==> config.mk <==
export PLATFORM = sky130hd
export DESIGN_NAME = alu_arb_ctrl
export DESIGN_NICKNAME = d
export VERILOG_FILES = /design/src/rtl/alu_arb_ctrl.sv
export SDC_FILE = /design/constraint.sdc
export NUM_CORES = 1
export LEC_CHECK = 0
export CAP_MARGIN = 20
export CORE_ASPECT_RATIO = 1.2
export CORE_MARGIN = 3
export CORE_UTILIZATION = 40
export DETAILED_ROUTE_END_ITERATION = 16
export PLACE_DENSITY = 0.76
export SLEW_MARGIN = 10
export SYNTH_ARGS = -nofsm -noshare
export SYNTH_HDL_FRONTEND = slang
export SYNTH_SLANG_ARGS = --single-unit
==> constraint.sdc <==
create_clock -name clk -period 1.62 [get_ports clk]
set_input_delay 0.162 -clock clk [delete_from_list [all_inputs] [get_ports clk]]
set_output_delay 0.162 -clock clk [all_outputs]
set_load 0.02 [all_outputs]
==> src/rtl/alu_arb_ctrl.sv <==
// alu_arb_ctrl -- two-requester round-robin front end for a shared alu_8bit.
//
// A command is granted in IDLE, its operands are held on the ALU port
// during EXEC, and the ALU result and flags are captured into a response
// register. The response is then held in WAIT_RSP until the consumer
// accepts it. Only one command is in flight at any time.
//
// Ports
//   clk, rst_n                         clock, asynchronous active-low reset
//   req{0,1}_valid / req{0,1}_ready    command handshake per requester
//   req{0,1}_a, _b, _sel               command payload (operands, select)
//   alu_a, alu_b, alu_select           operands driven to the shared ALU
//   alu_result, alu_carry/overflow/zero/negative   ALU outputs
//   rsp_valid / rsp_ready              response handshake
//   rsp_id, rsp_result, rsp_flags      response payload, flags = {C,V,Z,N}
//   rsp_err                            select code was out of range
//   busy                               controller is not in IDLE
//   ops_done                           wrapping count of consumed responses
module alu_arb_ctrl #(
    parameter int NUM_OPS = 11
) (
    input  logic        clk,
    input  logic        rst_n,
    input  logic        req0_valid,
    output logic        req0_ready,
    input  logic [7:0]  req0_a,
    input  logic [7:0]  req0_b,
    input  logic [3:0]  req0_sel,
    input  logic        req1_valid,
    output logic        req1_ready,
    input  logic [7:0]  req1_a,
    input  logic [7:0]  req1_b,
    input  logic [3:0]  req1_sel,
    output logic [7:0]  alu_a,
    output logic [7:0]  alu_b,
    output logic [3:0]  alu_select,
    input  logic [7:0]  alu_result,
    input  logic        alu_carry,
    input  logic        alu_overflow,
    input  logic        alu_zero,
    input  logic        alu_negative,
    output logic        rsp_valid,
    input  logic        rsp_ready,
    output logic        rsp_id,
    output logic [7:0]  rsp_result,
    output logic [3:0]  rsp_flags,
    output logic        rsp_err,
    output logic        busy,
    output logic [15:0] ops_done
);

    typedef enum logic [1:0] {
        IDLE     = 2'd0,
        EXEC     = 2'd1,
        WAIT_RSP = 2'd2
    } state_t;

    // One extra bit so a NUM_OPS of 16 still compares correctly.
    localparam logic [4:0] NUM_OPS_W = 5'(NUM_OPS);

    state_t      state_reg, state_next;
    logic        rr_ptr_reg;
    logic [7:0]  a_reg, b_reg;
    logic [3:0]  sel_reg;
    logic        id_reg;
    logic        rsp_valid_reg;
    logic        rsp_id_reg;
    logic [7:0]  rsp_result_reg;
    logic [3:0]  rsp_flags_reg;
    logic        rsp_err_reg;
    logic [15:0] ops_done_reg;

    logic        grant_valid;
    logic        grant_id;
    logic        sel_bad;
    logic        rsp_fire;

    // Ready is combinational from valid, so it is gated by rst_n to stay
    // low while the block is held in reset.
    assign grant_valid = rst_n && (req0_valid || req1_valid);
    // With both valid the rr_ptr side wins; otherwise whoever is valid wins.
    assign grant_id    = (req0_valid && req1_valid) ? rr_ptr_reg : req1_valid;
    assign sel_bad     = ({1'b0, sel_reg} >= NUM_OPS_W);
    // rsp_valid is always high in WAIT_RSP, so rsp_ready alone completes it.
    assign rsp_fire    = (state_reg == WAIT_RSP) && rsp_ready;

    // State register
    always_ff @(posedge clk or negedge rst_n) begin
        if (!rst_n) begin
            state_reg <= IDLE;
        end else begin
            state_reg <= state_next;
        end
    end

    // Next state and handshake outputs
    always_comb begin
        state_next = state_reg;
        req0_ready = 1'b0;
        req1_ready = 1'b0;
        case (state_reg)
            IDLE: begin
                if (grant_valid) begin
                    req0_ready = (grant_id == 1'b0);
                    req1_ready = (grant_id == 1'b1);
                    state_next = EXEC;
                end
            end
            EXEC: begin
                state_next = WAIT_RSP;
            end
            WAIT_RSP: begin
                // No grant here: the earliest new grant is the next IDLE cycle.
                if (rsp_ready) begin
                    state_next = IDLE;
                end
            end
            default: begin
                state_next = IDLE;
            end
        endcase
    end

    // Command latch, response capture and bookkeeping
    always_ff @(posedge clk or negedge rst_n) begin
        if (!rst_n) begin
            rr_ptr_reg     <= 1'b0;
            a_reg          <= 8'd0;
            b_reg          <= 8'd0;
            sel_reg        <= 4'd0;
            id_reg         <= 1'b0;
            rsp_valid_reg  <= 1'b0;
            rsp_id_reg     <= 1'b0;
            rsp_result_reg <= 8'd0;
            rsp_flags_reg  <= 4'd0;
            rsp_err_reg    <= 1'b0;
            ops_done_reg   <= 16'd0;
        end else begin
            if ((state_reg == IDLE) && grant_valid) begin
                a_reg   <= grant_id ? req1_a   : req0_a;
                b_reg   <= grant_id ? req1_b   : req0_b;
                sel_reg <= grant_id ? req1_sel : req0_sel;
                id_reg  <= grant_id;
            end

            if (state_reg == EXEC) begin
                rsp_valid_reg <= 1'b1;
                rsp_id_reg    <= id_reg;
                if (sel_bad) begin
                    rsp_result_reg <= 8'd0;
                    rsp_flags_reg  <= 4'd0;
                    rsp_err_reg    <= 1'b1;
                end else begin
                    rsp_result_reg <= alu_result;
                    rsp_flags_reg  <= {alu_carry, alu_overflow, alu_zero, alu_negative};
                    rsp_err_reg    <= 1'b0;
                end
            end

            if (rsp_fire) begin
                rsp_valid_reg <= 1'b0;
                // Hand priority to the requester that was not just served.
                rr_ptr_reg    <= ~rsp_id_reg;
                ops_done_reg  <= ops_done_reg + 16'd1;
            end
        end
    end

    assign alu_a      = a_reg;
    assign alu_b      = b_reg;
    assign alu_select = sel_reg;
    assign rsp_valid  = rsp_valid_reg;
    assign rsp_id     = rsp_id_reg;
    assign rsp_result = rsp_result_reg;
    assign rsp_flags  = rsp_flags_reg;
    assign rsp_err    = rsp_err_reg;
    assign busy       = (state_reg != IDLE);
    assign ops_done   = ops_done_reg;

endmodule

==> impl_results.md <==
* Clk pin slew, worst setup/hold paths at 0.09 ns
* Initial antenna violation count at 0
* Synth-to-Final Area Change at 57.8%
* Routability-driven placement congestion ratio at 0.784
* CP endpoint kind: output pin
* Pint at 0.00354 W
* Num rows at 29
* Logic pwr share at 0.468
* CORE AREA at 5410 µm²
* Area occupied by registers at 1380 µm²
* RSZ-0062 raised after global routing: true
* CP max-delay cell: dfrtp_1
* Worst slew pin tran at 0.671 ns
* Clock sinks at 55
* Filler Cell Count at 443
* Layout cells sized above 1 at 0.108
* DPL Wire Length at 4290 µm
* Peak supply drop at 0.871 mV
* Largest cells by area after synthesis: dfrtp_1, a222oi_1, a22o_1, inv_1, xnor2_1
* Mux cell area share after synthesis at 0
* Clk_skew at 0.00742 ns
* DR vias/cell at 5.32
* Hold_buf cts at 0
* Fin crit share at 0.976
* Buf+Inv Stages, Crit Path at 2
* Detailed-route wire length at 5800 µm
* HP Class: in -> async
* N_diodes at 0
* Max Fclk at 0.632 GHz
* Area of the multi-input gates at 748 µm²
* Total Routing Usage GR at 0.181
* Mapped Cells at 184
* Compound-cell area share of the yosys netlist at 0.157
* Startpoint types: flip-flop
* Max Cap Viol at 0
* IO Port Bufs at 110
* Most common cell after layout, fill and taps aside: clkdlybuf4s50_1
* Post-synth top area share at 0.606
* Via count at 1953
* Switch share at 0.361
* Drt drc at 0
* Clock power frac at 0.134
* Global-route wire length before repair at 9180 µm
* H-tree Lvls at 2
* Sequential cell fraction of total power at 0.398
* Sequential share of the synthesized area at 0.606
* Die height at 88.5 µm
* Worst path max stage delay at 0.41 ns
* Final setup viols at 0
* Synth Net Count at 242
* Max_slew headroom at 0.552
* Total gr overflow at 0
* Fin crit period at 1.58 ns
* Post-Synthesis Cell Area at 2270 µm²
* Util after Layout at 0.663
* Sw Pwr at 0.00200 W
* Synth Warn # at 0
* Kind of cell adding the most delay to the critical path: simple AND/OR/NAND/NOR gates
* Most frequent cells in the layout: clkdlybuf4s50_1, dfrtp_1, inv_1
* Critical path fanouts, max at 3
* Cell Chain, Critical Path: nor3b_4 -> buf_4 -> and3_4 -> buf_6
* Largest family of logic cells by synthesized area: compound AO/OA/AOI/OAI gates
* Starting Density at 0.420
* Clock Latency Late Sink at 0.30 ns
* Leak at 1.74 nW
* Number of global-route vias before repair at 1954
* DIE WIDTH at 74.8 µm
* DRT iter0 DRCs at 120
* Post-DRT Antenna Nets at 0
* Post-Synth XOR/XNOR Area at 0.0579
* Wire per inst at 15.8 µm
* WP data required at 1.46 ns
* Fin. max-slew vios at 0
* Pwr per Cell Area at 1550 nW/µm²
* CTS Root Cell: clkbuf_8
* Die area at 6620 µm²
* Syn Area/Cell at 12.3 µm²
* Post-Layout Cell Count at 367
* DP Cell Count at 358
* Setup TNS at 0 ns
* Final hold viol count at 0
* Synth Register Bits at 55
* Clk buf depth at 2
* Post-Synth Adder-Cell Area at 0.00551
* Layout net count at 363
* CTS tree: yes
* WS Path Type: reg -> out
* Top-Level Pins at 111
* Hold Slack at 0.00279 ns
* Max reg flops at 16
* Setup WS pre-CTS at -0.0602 ns
* WP data arrival at 1.42 ns
* Distinct cells, synth at 31
* Pre-Repair DR Iteration Count at 4
* Post-synth top area cell: dfrtp_1
* CTS buffer count at 5
* Setup WS post-layout at 0.0386 ns
* Status: completed
* Simple-Gate Fraction of Synth Area at 0.105
* Largest net degree at the start of global routing at 56
## per-layer routing
metal	track usage	vias up	wire, µm
li1	-	910	-
met1	0.230	949	2470
met2	0.297	90	2860
met3	0.0568	4	435
met4	0.0485	0	38
met5	0	-	0
## cell type report
type                       instances  share of cell area
inverter                          24              0.0251
clock inverter                     1             0.00140
clock buffer                       6              0.0230
timing repair buffer             124               0.336
tap                               62              0.0216
sequential                        55               0.384
multi-input combinational         95               0.209
## timing repair
item	4_1_cts	5_1_grt
pin swaps	1	2
buffers inserted	1	0
gates resized for setup	12	9
gates cloned	0	1
endpoints found under the setup margin	3	22
## worst reg2reg max path: stages (launching register included)
cell and delay, ns:
dfrtp_1 0.41, nor3b_4 0.25, buf_4 0.15, o21ai_1 0.10, buf_4 0.20, a222oi_1 0.23, inv_1 0.07
## cell usage after synthesis
library cell,n
dfrtp_1,55
inv_1,24
a222oi_1,20
a22o_1,12
nand2_1,11
xnor2_1,10
buf_2,7
nand4_1,5
xor2_1,5
nor2_1,4
a21oi_1,3
o21ai_0,3
and3_1,2
and3_4,2
and4_1,2
buf_6,2
nand2b_1,2
nand3_1,2
a21o_1,1
a21oi_2,1
and3b_1,1
buf_4,1
ha_1,1
nand3b_1,1
nand4_2,1
nand4b_1,1
nor3b_2,1
nor4_2,1
o21ai_1,1
or2_2,1
or2b_1,1
## logic make-up (layout without fill, tap and decap cells)
| kind of cell | count (synthesis) | after routing |
|---|---|---|
| DFF | 55 | 55 |
| buffers and inverters | 34 | 155 |
| and+or+nand+nor | 38 | 38 |
| AOI/OAI and AO/OA | 41 | 41 |
| adders and majority gates | 1 | 1 |
| xor gates and xnor gates | 15 | 15 |
## path summary, 6_finish.rpt
check                              start       endpoint  cells past startpoint  slack (ns)
setup reg to reg            state_reg[1]  alu_select[1]                      6        0.10
min in group clk           alu_result[3]  rsp_result[3]                      2        0.47
max in group asynchronous          rst_n  rsp_result[0]                      2        1.17
hold reg to reg             ops_done[15]   ops_done[15]                      1        0.48
setup / recovery            state_reg[1]     req1_ready                      4        0.04
hold / removal                     rst_n    ops_done[2]                      2       0.003
## power groups by stage
stage | Combinational, W | Sequential [W] | Clock (W)
final | 0.00259 | 0.00221 | 0.000742
after global routing | 0.00280 | 0.00227 | 0.000811
after CTS | 0.00262 | 0.00221 | 0.000773
after global placement | 0.00257 | 0.00221 | 0
after floorplan | 0.000694 | 0.00276 | 0
after detailed placement | 0.00261 | 0.00222 | 0
## metrics by stage
step                      area [µm²]  power [W]
after global routing            3580    0.00588
after floorplan                 2270    0.00346
final                           3580    0.00554
after global placement          3470    0.00478
after CTS                       3560    0.00559
after detailed placement        3470    0.00483
Note: power is estimated with default switching activity, not from simulation.
